===== config.mk =====
export PLATFORM = sky130hd
export DESIGN_NAME = alu_exec_ctrl
export DESIGN_NICKNAME = d
export VERILOG_FILES = /design/src/rtl/alu_exec_ctrl_pkg.sv /design/src/rtl/alu_exec_ctrl_reg_file_4x4.sv /design/src/rtl/alu_exec_ctrl.sv
export SDC_FILE = /design/constraint.sdc
export NUM_CORES = 1
export LEC_CHECK = 0
export ABC_AREA = 1
export CAP_MARGIN = 20
export CORE_ASPECT_RATIO = 2
export CORE_MARGIN = 1.5
export CORE_UTILIZATION = 45
export DETAILED_ROUTE_END_ITERATION = 7
export PLACE_DENSITY = 0.66
export REMOVE_ABC_BUFFERS = 1
export SYNTH_ARGS = -nofsm -noshare
export SYNTH_HDL_FRONTEND = slang
export SYNTH_SLANG_ARGS = --single-unit

===== constraint.sdc =====
create_clock -name clk -period 1.8 [get_ports clk]
set_input_delay 0.36 -clock clk [delete_from_list [all_inputs] [get_ports clk]]
set_output_delay 0.36 -clock clk [all_outputs]
set_load 0.05 [all_outputs]

===== src/rtl/alu_exec_ctrl_pkg.sv =====
`default_nettype none
// ============================================================================
// Module      : alu_exec_ctrl_pkg
// Description : Shared definitions for the ALU execute-stage sequencer.
//               Provides the ALU opcode constants, the sequencer state
//               encoding and the bit positions of the 8-bit instruction
//               fields.
// Revision    : 1.0 - initial release
// ============================================================================
package alu_exec_ctrl_pkg;

  // ALU opcodes carried in instr[7:6] and driven onto alu_op
  localparam logic [1:0] OP_ADD = 2'b00;  // X + Y (wraps)
  localparam logic [1:0] OP_SUB = 2'b01;  // X - Y (wraps)
  localparam logic [1:0] OP_AND = 2'b10;  // X & Y
  localparam logic [1:0] OP_NOT = 2'b11;  // ~X, Y ignored

  // Instruction layout: [7:6] op, [5:4] rd, [3:2] rs, [1:0] rt
  localparam int INSTR_W      = 8;
  localparam int OP_W         = 2;
  localparam int INSTR_OP_LSB = 6;
  localparam int INSTR_RD_LSB = 4;
  localparam int INSTR_RS_LSB = 2;
  localparam int INSTR_RT_LSB = 0;

  // Sequencer states: one instruction occupies READ, EXEC and WB in turn
  typedef enum logic [1:0] {
    ST_IDLE = 2'd0,
    ST_READ = 2'd1,
    ST_EXEC = 2'd2,
    ST_WB   = 2'd3
  } state_e;

endpackage : alu_exec_ctrl_pkg
`default_nettype wire


===== src/rtl/alu_exec_ctrl_reg_file_4x4.sv =====
`default_nettype none
// ============================================================================
// Module      : reg_file_4x4
// Description : Small register file, 2**AW entries of DATA_W bits.
//               Two asynchronous operand read ports, one asynchronous debug
//               read port, one synchronous write port, asynchronous
//               active-low clear of every entry.
// Ports       : clk, rst_n            - clock / async active-low clear
//               we_i, waddr_i, wdata_i - synchronous write port
//               raddr_a_i / rdata_a_o  - operand read port A
//               raddr_b_i / rdata_b_o  - operand read port B
//               raddr_dbg_i / rdata_dbg_o - debug read port
// Revision    : 1.0 - initial release
// ============================================================================
module reg_file_4x4 #(
  parameter int DATA_W = 4,
  parameter int AW     = 2
) (
  input  logic              clk,
  input  logic              rst_n,
  input  logic              we_i,
  input  logic [AW-1:0]     waddr_i,
  input  logic [DATA_W-1:0] wdata_i,
  input  logic [AW-1:0]     raddr_a_i,
  output logic [DATA_W-1:0] rdata_a_o,
  input  logic [AW-1:0]     raddr_b_i,
  output logic [DATA_W-1:0] rdata_b_o,
  input  logic [AW-1:0]     raddr_dbg_i,
  output logic [DATA_W-1:0] rdata_dbg_o
);

  localparam int DEPTH = 2 ** AW;

  logic [DATA_W-1:0] mem_q [DEPTH];

  always_ff @(posedge clk or negedge rst_n) begin
    if (!rst_n) begin
      for (int i = 0; i < DEPTH; i++) begin
        mem_q[i] <= '0;
      end
    end else if (we_i) begin
      mem_q[waddr_i] <= wdata_i;
    end
  end

  assign rdata_a_o   = mem_q[raddr_a_i];
  assign rdata_b_o   = mem_q[raddr_b_i];
  assign rdata_dbg_o = mem_q[raddr_dbg_i];

endmodule : reg_file_4x4
`default_nettype wire


===== src/rtl/alu_exec_ctrl.sv =====
`default_nettype none
// ============================================================================
// Module      : alu_exec_ctrl
// Description : Execute-stage sequencer wrapped around an external 4-bit
//               ALU. Accepts an instruction over valid/ready, reads two
//               operands from the internal register file, presents them to
//               the ALU, captures the ALU result, writes it back and updates
//               the zero/negative flags. Handshake at cycle 0, done pulse at
//               cycle 3, result visible on the debug port at cycle 4.
// Ports       : clk, rst_n                    - clock / async active-low reset
//               instr_valid, instr_ready, instr - instruction handshake
//               ld_en, ld_addr, ld_data      - register preload (IDLE only)
//               alu_x, alu_y, alu_op, alu_o  - ALU operand/opcode/result
//               done, flag_z, flag_n, busy   - status
//               dbg_addr, dbg_data           - combinational register read
// Revision    : 1.0 - initial release
// ============================================================================
module alu_exec_ctrl
  import alu_exec_ctrl_pkg::*;
#(
  parameter int DATA_W = 4,
  parameter int REG_AW = 2
) (
  input  logic               clk,
  input  logic               rst_n,
  input  logic               instr_valid,
  output logic               instr_ready,
  input  logic [INSTR_W-1:0] instr,
  input  logic               ld_en,
  input  logic [REG_AW-1:0]  ld_addr,
  input  logic [DATA_W-1:0]  ld_data,
  output logic [DATA_W-1:0]  alu_x,
  output logic [DATA_W-1:0]  alu_y,
  output logic [OP_W-1:0]    alu_op,
  input  logic [DATA_W-1:0]  alu_o,
  output logic               done,
  output logic               flag_z,
  output logic               flag_n,
  output logic               busy,
  input  logic [REG_AW-1:0]  dbg_addr,
  output logic [DATA_W-1:0]  dbg_data
);

  state_e state_q, state_d;

  // Instruction fields captured at the handshake; instr is ignored afterwards
  logic [OP_W-1:0]   op_q;
  logic [REG_AW-1:0] rd_q, rs_q, rt_q;

  logic [DATA_W-1:0] alu_x_q, alu_y_q;
  logic [OP_W-1:0]   alu_op_q;
  logic [DATA_W-1:0] result_q;
  logic              flag_z_q, flag_n_q;

  logic              handshake;
  logic              rf_we;
  logic [REG_AW-1:0] rf_waddr;
  logic [DATA_W-1:0] rf_wdata;
  logic [DATA_W-1:0] rs_data, rt_data;

  // A preload in IDLE takes priority: ready drops so a pending instruction
  // waits one cycle and then sees the freshly loaded value.
  assign instr_ready = (state_q == ST_IDLE) && !ld_en;
  assign handshake   = instr_valid && instr_ready;
  assign busy        = (state_q != ST_IDLE);

  // Next-state and done decode
  always_comb begin
    state_d = state_q;
    done    = 1'b0;
    case (state_q)
      ST_IDLE: if (handshake) state_d = ST_READ;
      ST_READ: state_d = ST_EXEC;
      ST_EXEC: state_d = ST_WB;
      ST_WB: begin
        done    = 1'b1;
        state_d = ST_IDLE;
      end
      default: state_d = ST_IDLE;
    endcase
  end

  always_ff @(posedge clk or negedge rst_n) begin
    if (!rst_n) begin
      state_q <= ST_IDLE;
    end else begin
      state_q <= state_d;
    end
  end

  // Datapath registers
  always_ff @(posedge clk or negedge rst_n) begin
    if (!rst_n) begin
      op_q     <= '0;
      rd_q     <= '0;
      rs_q     <= '0;
      rt_q     <= '0;
      alu_x_q  <= '0;
      alu_y_q  <= '0;
      alu_op_q <= '0;
      result_q <= '0;
      flag_z_q <= 1'b0;
      flag_n_q <= 1'b0;
    end else begin
      if (handshake) begin
        op_q <= instr[INSTR_OP_LSB +: OP_W];
        rd_q <= instr[INSTR_RD_LSB +: REG_AW];
        rs_q <= instr[INSTR_RS_LSB +: REG_AW];
        rt_q <= instr[INSTR_RT_LSB +: REG_AW];
      end
      // Operands are latched here, so a write-back to rs/rt is harmless
      if (state_q == ST_READ) begin
        alu_x_q  <= rs_data;
        alu_y_q  <= rt_data;
        alu_op_q <= op_q;
      end
      if (state_q == ST_EXEC) begin
        result_q <= alu_o;
      end
      if (state_q == ST_WB) begin
        flag_z_q <= (result_q == '0);
        flag_n_q <= result_q[DATA_W-1];
      end
    end
  end

  // Write mux: write-back in WB, preload only in IDLE, otherwise no write
  always_comb begin
    rf_we    = 1'b0;
    rf_waddr = ld_addr;
    rf_wdata = ld_data;
    if (state_q == ST_WB) begin
      rf_we    = 1'b1;
      rf_waddr = rd_q;
      rf_wdata = result_q;
    end else if (state_q == ST_IDLE && ld_en) begin
      rf_we = 1'b1;
    end
  end

  reg_file_4x4 #(
    .DATA_W (DATA_W),
    .AW     (REG_AW)
  ) u_reg_file (
    .clk         (clk),
    .rst_n       (rst_n),
    .we_i        (rf_we),
    .waddr_i     (rf_waddr),
    .wdata_i     (rf_wdata),
    .raddr_a_i   (rs_q),
    .rdata_a_o   (rs_data),
    .raddr_b_i   (rt_q),
    .rdata_b_o   (rt_data),
    .raddr_dbg_i (dbg_addr),
    .rdata_dbg_o (dbg_data)
  );

  assign alu_x  = alu_x_q;
  assign alu_y  = alu_y_q;
  assign alu_op = alu_op_q;
  assign flag_z = flag_z_q;
  assign flag_n = flag_n_q;

endmodule : alu_exec_ctrl
`default_nettype wire


# --- Yosys cells after proc, flatten, opt, wreduce, memory -nomap -nowiden ---
# Cells that the tools add are included.
totals:
  regBits: 42
  in_bits: 24
  out_inout_bits: 19
  elab_cells: 55
op_classes:
  order_cmp: 5
  n_eq_ne: 4
  mux: 19
  n_bitwise: 4
  n_reduce_logical: 8
op_table:
  columns: ["cell", "n"]
  rows:
  - ["$mux 4", 8]
  - ["$bmux 4 s2", 3]
  - ["$bwmux 16", 1]
  - ["$ge 3x3->1 const B", 4]
  - ["$not 2->3", 4]
  - ["$demux 4 s2", 1]
  - ["$pmux 2 s4", 1]
  - ["$eq 2x2->1 const B", 2]
  - ["$logic_and 1x1->1", 4]
  - ["$logic_not 4->1", 1]
  - ["$mux 2", 2]
  - ["$lt 3x1->1 const B", 1]
  - ["$mux 1", 3]
  - ["$eq 2x1->1 const B", 1]
  - ["$logic_not 2->1", 1]
  - ["$ne 2x2->1 const B", 1]
  - ["$reduce_bool 2->1", 1]
  - ["$logic_not 1->1", 1]

# --- Logic depth before layout (Yosys ltp) ---
# Gate-level depths: netlist of run 1.
depth:
  depth_word: 8
  mapped_depth: 9
  depth_no_buf: 8

# --- By module ---
# Synthesis of run 1 repeated with hierarchy kept, for this count alone.
hier_totals:
  cells_unflattened: 320
  hier_area_um2: 2314.7
by_module_without_submodules:
  columns: ["mod", "instances", "cells_per_inst", "area_each_um2", "seq_area_each_um2"]
  rows:
  - ["alu_exec_ctrl", 1, 139, 1179.9, 650.6]
  - ["reg_file_4x4", 1, 181, 1134.8, 400.4]

# --- Worst setup path before layout of run 1 ---
# No wires, ideal clock.
synth_timing:
  path_type: "register to register"
  start: "register state_q[0]"
  end: "register rs_q[1]"
  setup_time_ns: 0.125
  arrival_ns: 1.581
  required_time_ns: 1.675
  path_slack_ns: 0.094
  path_stages_with_launch: 9
  n_path_buf: 1
  synth_period_minus_slack_ns: 1.706
  path_cell_list: "dfrtp_1 inv_1 ha_1 inv_2 nor2_4 nand2_4 buf_6 nor2_1 a21oi_1"
synth_via:
  elab_chain_len: 3
synth_lines:
  columns: ["item", "line_no", "text"]
  rows:
  - ["start: declaration", "alu_exec_ctrl.sv:44", "state_e state_q, state_d;"]
  - ["start signal: assignment", "alu_exec_ctrl.sv:87", "state_q <= state_d;"]
  - ["$logic_not 2->1", "alu_exec_ctrl.sv:63", "assign instr_ready = (state_q == ST_IDLE) && !ld_en;"]
  - ["$logic_and 1x1->1", "alu_exec_ctrl.sv:63", null]
  - ["named net instr_ready", "alu_exec_ctrl.sv:27", "output logic instr_ready,"]
  - ["$logic_and 1x1->1", "alu_exec_ctrl.sv:64", "assign handshake = instr_valid && instr_ready;"]
  - ["end signal: assignment", "alu_exec_ctrl.sv:108", "rs_q <= instr[INSTR_RS_LSB +: REG_AW];"]
  - ["end: declaration", "alu_exec_ctrl.sv:48", "logic [REG_AW-1:0] rd_q, rs_q, rt_q;"]
# The timed path passes the listed nets, and every way through them passes these cells.
# A chain may end at the register's enable or synchronous reset.

# --- Worst setup path after layout of run 1 ---
layout_timing:
  start: "register u_reg_file.mem_q[10] in the netlist's numbering"
  end: "output dbg_data[2]"
layout_via:
  elab_chain_len: 3
layout_lines:
  columns: ["item", "line_no", "text"]
  rows:
  - ["start: declaration", "alu_exec_ctrl_reg_file_4x4.sv:34", "logic [DATA_W-1:0] mem_q [DEPTH];"]
  - ["start signal: indexed assignment", "alu_exec_ctrl_reg_file_4x4.sv:42", "mem_q[waddr_i] <= wdata_i;"]
  - ["$bmux 4 s2", "alu_exec_ctrl_reg_file_4x4.sv:48", "assign rdata_dbg_o = mem_q[raddr_dbg_i];"]
  - ["$mux 4 (not written as such) (2 in a row)", "alu_exec_ctrl_reg_file_4x4.sv:48", null]
  - ["end: declaration", "alu_exec_ctrl.sv:41", "output logic [DATA_W-1:0] dbg_data"]
# Every way passes these cells. The select of a mux whose other input is x is not followed.

==> qor.yml, run 1 <==
outcome: "finished clean"
wl_um: 5610
ys_ff_latch: 42
multiInputGateArea_um2: 1120
end_kind: "output pin"
reg2reg_from: "state_q[1]"
synth_edf_count: 0
cp_cell_sequence: "inv_1 -> a21oi_1 -> o21ai_0 -> nand2_1 -> buf_12"
startpoint: "u_reg_file.mem_q[10]"
ys_types: 22
grt_max_degree: 43
clockBufferDepth: 2
yosysMostFrequentCell: "nand2_1"
dieArea_um2: 5710
setup_tns_ns: 0
antenna_found_initial: 0
cts_buffers: 5
rsz0062_at_grt: "no"
pre_cts_ws_ns: -0.0954
synth_compound_area_share_pct: 5.57
setup_ws_ns: 0.105
critPathBufInv: 2
grt_overflow: 0
ant_nets: 0
path_delay_family: "flip-flops"
path_clk_slew_ns: 0.08
whs_ns: 0.114
drv_cap: 0
dieWidth_um: 54.2
hpwl_um: 4350
fp.dieH_um: 105
setup_viol: 0
yosys.area_share.simple_pct: 38.6
clock.fmax_mhz: 590
fin_util_pct: 58.5
htreeDepth: 2
synth-seq-area-share_pct: 44.5
required_ns: 1.44
area_delta_synth_final_pct: 26.3
min_period_ns: 1.70
grt_usage_pct: 22.6
skew_ns: 0.00892
yosysTopAreaCell: "dfrtp_1"
tritoncts: "yes"
diodes: 0
synth_area_leaders: "dfrtp_1 (45%), nand2_1 (22%), nand4_1 (4.5%)"
drc_errors: 0
grt_pass1_vias: 2053
synthCells: 311
synth_largest_type_area_fraction_pct: 44.5
synth_xor_xnor_area_share_pct: 0
synth_top_flop_cell: "dfrtp_1"
drive_gt1_share_pct: 14.9
vias: 2101
synth.avg_cell_area_um2: 7.59
cp-start-kind: "flip-flop"
path_class: "reg -> out"
fin_total_pwr_mw: 5.80
crit_slowest_cell: "dfrtp_1"
core_um2: 5090
gp_congestion: 0.913
fillers: 480
slew_headroom_pct: 64.2
ctsHoldBuffers: 0
rows: 37
arrival_ns: 1.34
root_buffer: "clkbuf_8"
irDropWorstVdd_mv: 1.18
wl_per_cell_um: 13.6
min_path_type: "in -> async"
slew_viol_final: 0
period_share_pct: 94.2
max_stage_delay_ns: 0.38
muxShareOfSynthArea_pct: 0.477
p_leak_nw: 1.56
numPortBuffers: 42
vias_per_cell: 5.09
synth_area_um2: 2360
synthArstFlopShare_pct: 100
crit_fanout: 3
start_util_pct: 46.3
grt_pass1_wl_um: 9440
synthAdderAreaFrac_pct: 2.12
power_density_nw_per_um2: 1950
synth_top_family_by_area: "simple AND/OR/NAND/NOR gates"
layout.nets: 382
drt_first_pass_iters: 4
clock_latency_ns: 0.30
ff_latch_area_um2: 1050
finalHoldViolCount: 0
synth_warnings: 0
cts_sinks: 42
tightest_slew_ns: 0.537
synthTopCellsByCount: "nand2_1 (140), dfrtp_1 (42), inv_1 (27)"
io_pins: 43
drt_first_iter_violations: 62
[cells in the final DEF, fill, tap and decap left out, types with 5 or more instances in the layout]
| cell | n |
|---|---|
| a21oi_1 | 10 |
| buf_12 | 8 |
| buf_4 | 17 |
| clkbuf_8 | 8 |
| clkdlybuf4s50_1 | 20 |
| dfrtp_1 | 42 |
| inv_1 | 26 |
| nand2_1 | 140 |
| nand2_4 | 5 |
| nand3_1 | 18 |
| nand4_1 | 17 |
| nor2_1 | 7 |
| o21ai_0 | 9 |
[path summary, 6_finish.rpt]
check / slack (ns) / to / depth (start not counted)
setup / recovery: 0.10 / dbg_data[2] / 5
hold / removal: 0.11 / u_reg_file.mem_q[8] / 2
setup reg to reg: 0.35 / state_q[1] / 9
hold reg to reg: 0.48 / op_q[1] / 2
max in group asynchronous: 1.31 / op_q[1] / 2
min in group clk: 0.48 / op_q[1] / 2
[per-stage QoR]
step                cell area [um2]  std cells
detailed placement             2850        404
floorplan                      2270        299
finish                         2980        413
global placement               2850        404
global route                   2980        413
CTS                            2970        412
[registers in the layout, indices dropped and copies added (netlist names)]
register and flops:
u_reg_file.mem_q 16, alu_x 4, alu_y 4, result_q 4, alu_op 2, op_q 2
rd_q 2, rs_q 2, rt_q 2, state_q 2, flag_n 1, flag_z 1
[kinds of logic (layout without fill, tap and decap cells)]
group	after synthesis	in the layout
AND/OR/NAND/NOR	196	196
multiplexers	1	1
adder cells (fa/ha/maj)	4	4
AO/OA/AOI/OAI	24	24
buffers and inverters	44	88
flip-flops	42	42
[repair_timing]
action / CTS / global route
resized for setup: 5 / 0
setup endpoints to repair: 5 / 1
pin swaps: 1 / 1
buffers inserted: 0 / 1
[worst reg2reg max path, cell delays in order, from the launching register on]
cell     delay [ns]
dfrtp_1        0.40
inv_1          0.13
ha_4           0.17
inv_2          0.06
nor2_4         0.12
buf_4          0.15
nand2_4        0.11
nand2_1        0.11
nand2_1        0.05
o21ai_0        0.07
[power breakdown]
| part | switching (mW) | internal [mW] | total [mW] |
|---|---|---|---|
| clock network | 0.326 | 0.387 | 0.714 |
| logic | 2.18 | 1.17 | 3.35 |
| registers | 0.338 | 1.40 | 1.74 |
| total | 2.84 | 2.96 | 5.80 |
[metal layers]
layer	track usage (%)	share of wire [%]	up-vias
li1	-	-	1069
met1	23.1	37	965
met2	38.6	54	45
met3	3.97	2.8	22
met4	15.7	6.8	0
met5	0	0	-
[area by class of cell]
type,instances,area share [%]
inverters,32,4.03
well taps,58,2.43
flip-flops and latches,42,35.3
multi-input cells,225,37.4
repair buffers,48,17.1
clock buffers,8,3.69
No activity file was read; power rests on OpenSTA's default activity.
==> run 2: changes to the inputs <==
--- a/config.mk
+++ b/config.mk
@@ -9,9 +9,9 @@
 export CAP_MARGIN = 20
 export CORE_ASPECT_RATIO = 2
 export CORE_MARGIN = 1.5
-export CORE_UTILIZATION = 45
+export CORE_UTILIZATION = 52
 export DETAILED_ROUTE_END_ITERATION = 7
-export PLACE_DENSITY = 0.66
+export PLACE_DENSITY = 0.75
 export REMOVE_ABC_BUFFERS = 1
 export SYNTH_ARGS = -nofsm -noshare
 export SYNTH_HDL_FRONTEND = slang
==> run 2 against run 1 <==
Net effect: largest cell class unchanged; first-iteration DRC count is 13% lower; clock power fell by 19%; global-route usage up 1.9 points; final cell count decreased by 0.73%; wire length is 6.1% lower; maximum frequency shrank 0.55%; largest power group unchanged; sequential power barely moved; combinational power is essentially flat; highest routed layer unchanged.
==> qor.yml, run 2 (synthesized netlist as in run 1, its figures left out) <==
cts_buffers: 5  # unchanged
p_clk_share_pct: 10.2  # -2.1 points
drc_errors: 0  # unchanged
grt_usage_pct: 24.5  # +1.9 points
drt_first_pass_iters: 5  # +1
grt_overflow: 0  # unchanged
grt_use_met3_pct: 3.06  # -0.91 points
setup_ws_ns: 0.0954  # -0.00930 ns
dieArea_um2: 4980  # -13%
finalHoldViolCount: 0  # unchanged
antenna_found_initial: 0  # unchanged
period_share_pct: 94.7  # +0.52 points
clock.fmax_mhz: 587  # -0.55%
cp-start-kind: "flip-flop"
whs_ns: 0.0199  # -0.0939 ns
pwr-share-seq_pct: 30.8  # +0.8 points
switching_share_pct: 49.7  # +0.78 points
tightest_slew_ns: 0.487  # -0.0501 ns
root_buffer: "clkbuf_8"
ctsHoldBuffers: 0  # unchanged
min_period_ns: 1.70  # +0.00930 ns
rows: 34  # -8.1%
outcome: "finished clean"
tritoncts: "yes"
largest_reg_flops: 16  # unchanged
start_util_pct: 54.4  # +8.0 points
drive_gt1_share_pct: 15.2  # +0.24 points
pre_cts_ws_ns: -0.0114  # +0.0840 ns
vias: 2104  # +0.14%
power.switching_mw: 2.82  # -0.84%
grt_busiest_layer: "met2"
end_kind: "output pin"
vias_per_cell: 5.13  # +0.88%
fin_total_pwr_mw: 5.66  # -2.4%
wl_per_cell_um: 12.9  # -5.4%
area_delta_synth_final_pct: 26.2  # about the same
ant_nets: 0  # unchanged
power_density_nw_per_um2: 1900  # -2.4%
slew_headroom_pct: 67.5  # +3.3 points
gp_congestion: 0.949  # +4.0%
drv_cap: 0  # unchanged
final_cell_mix: "nand2_1 (140), dfrtp_1 (42), inv_1 (26), clkdlybuf4s50_1 (20), nand3_1 (18)"
core_um2: 4340  # -15%
min_path_type: "in -> async"
cp_cell_sequence: "inv_1 -> ha_4 -> inv_2 -> nor2_4 -> buf_12"
grt_pass1_wl_um: 9270  # -1.8%
critPathBufInv: 3  # +1
layout.nets: 384  # +0.52%
arrival_ns: 1.34  # about the same
diodes: 0  # unchanged
htreeDepth: 2  # unchanged
path_clk_slew_ns: 0.08  # about the same
internal_power_mw: 2.85  # -3.9%
crit_slowest_cell: "dfrtp_1"
hpwl_um: 4110  # -5.6%
path_class: "reg -> out"
slew_viol_final: 0  # unchanged
grt_pass1_vias: 2094  # +2.0%
p_leak_nw: 1.57  # +0.64%
rsz0062_at_grt: "no"
max_stage_delay_ns: 0.41  # +0.03 ns
numPortBuffers: 42  # unchanged
dieWidth_um: 50.6  # -6.6%
clock_latency_ns: 0.29  # about the same
met1_usage_pct: 25.2  # +2.1 points
fp.dieH_um: 98.3  # -6.8%
setup_viol: 0  # unchanged
io_pins: 43  # unchanged
top_register: "u_reg_file.mem_q"
irDropWorstVdd_mv: 1.32  # +12%
required_ns: 1.44  # about the same
clockBufferDepth: 2  # unchanged
skew_ns: 0.00357  # -0.00535 ns
cts_sinks: 42  # unchanged
path_delay_family: "flip-flops"
grt_max_degree: 23  # -47%
final_common_cell: "nand2_1"
crit_fanout: 5  # +2
use_met2_pct: 43.5  # +4.9 points
combPwrFrac_pct: 59.0  # +1.3 points
wl_um: 5270  # -6.1%
drt_first_iter_violations: 54  # -13%
## run 2: changes by cell type in the layout (fill, tap and decap cells not counted), sizes merged
cell,previous run,this run
dlymetal6s2s,0,1
clkinv,3,5
buf,26,28
dlygate4sd2,2,1
clkbuf,8,5
## run 2: power groups by stage
stage,clock network [mW],logic [mW],registers (mW)
after floorplan,0,1.82,2.10
after global placement,0,3.26,1.73
after CTS,0.598,3.34,1.74
after global routing,0.622,3.71,1.80
after detailed placement,0,3.29,1.76
final,0.578,3.34,1.74
## run 2: metrics by stage
stage / std cells / area (um2) / setup TNS, ns / util, %
after detailed placement: 400 / 2860 / -0.0136 / 65.9
after CTS: 408 / 2960 / 0 / 68.3
after floorplan: 299 / 2270 / -5.57 / -
after global routing: 410 / 2980 / 0 / 68.7
after global placement: 400 / 2860 / 0 / 65.9
final: 410 / 2980 / 0 / 68.7
## run 2: repair_timing
item / in CTS / in global routing
gates resized for setup: 6 / 1
cloned: 1 / 0
buffers inserted: 0 / 2
pin swaps: 1 / 1
setup endpoints to repair: 4 / 5
## run 2: worst paths after layout
check / from / to / slack, ns / cells past startpoint
max in group asynchronous: rst_n / state_q[1] / 1.30 / 2
min in group clk: op_q[0] / op_q[0] / 0.48 / 2
max: state_q[1] / instr_ready / 0.1 / 5
min reg2reg: op_q[0] / op_q[0] / 0.48 / 2
min: rst_n / u_reg_file.mem_q[12] / 0.02 / 1
max reg2reg: state_q[0] / u_reg_file.mem_q[4] / 0.32 / 7
## run 2: layer usage
layer | wire length, um | vias up
li1 | - | 1069
met5 | 0 | -
met4 | 330 | 0
met1 | 1890 | 959
met2 | 2910 | 53
met3 | 143 | 23
## run 2: final cells by class
| class | instances | area [um2] |
|---|---|---|
| sequential | 42 | 1050 |
| clock inverter | 2 | 10.0 |
| timing repair buffer | 50 | 546 |
| inverter | 32 | 120 |
| tap | 54 | 67.6 |
| clock buffer | 5 | 68.8 |
| fill | 404 | 1360 |
| multi-input combinational | 225 | 1120 |
## run 2: worst reg2reg max path, stage by stage (launching register included)
cell and delay (ns):
dfrtp_1 0.42, ha_1 0.28, inv_2 0.20, nand2_2 0.09
nand2_4 0.15, nand3_4 0.11, nand2_1 0.08, nand2_1 0.05
==> run 3: changes to the inputs <==
--- a/config.mk
+++ b/config.mk
@@ -13,6 +13,7 @@
 export DETAILED_ROUTE_END_ITERATION = 7
 export PLACE_DENSITY = 0.75
 export REMOVE_ABC_BUFFERS = 1
+export SLEW_MARGIN = 30
 export SYNTH_ARGS = -nofsm -noshare
 export SYNTH_HDL_FRONTEND = slang
 export SYNTH_SLANG_ARGS = --single-unit
==> results of run 3 <==
The final DEF is identical to that of run 2; final timing and power are the same.
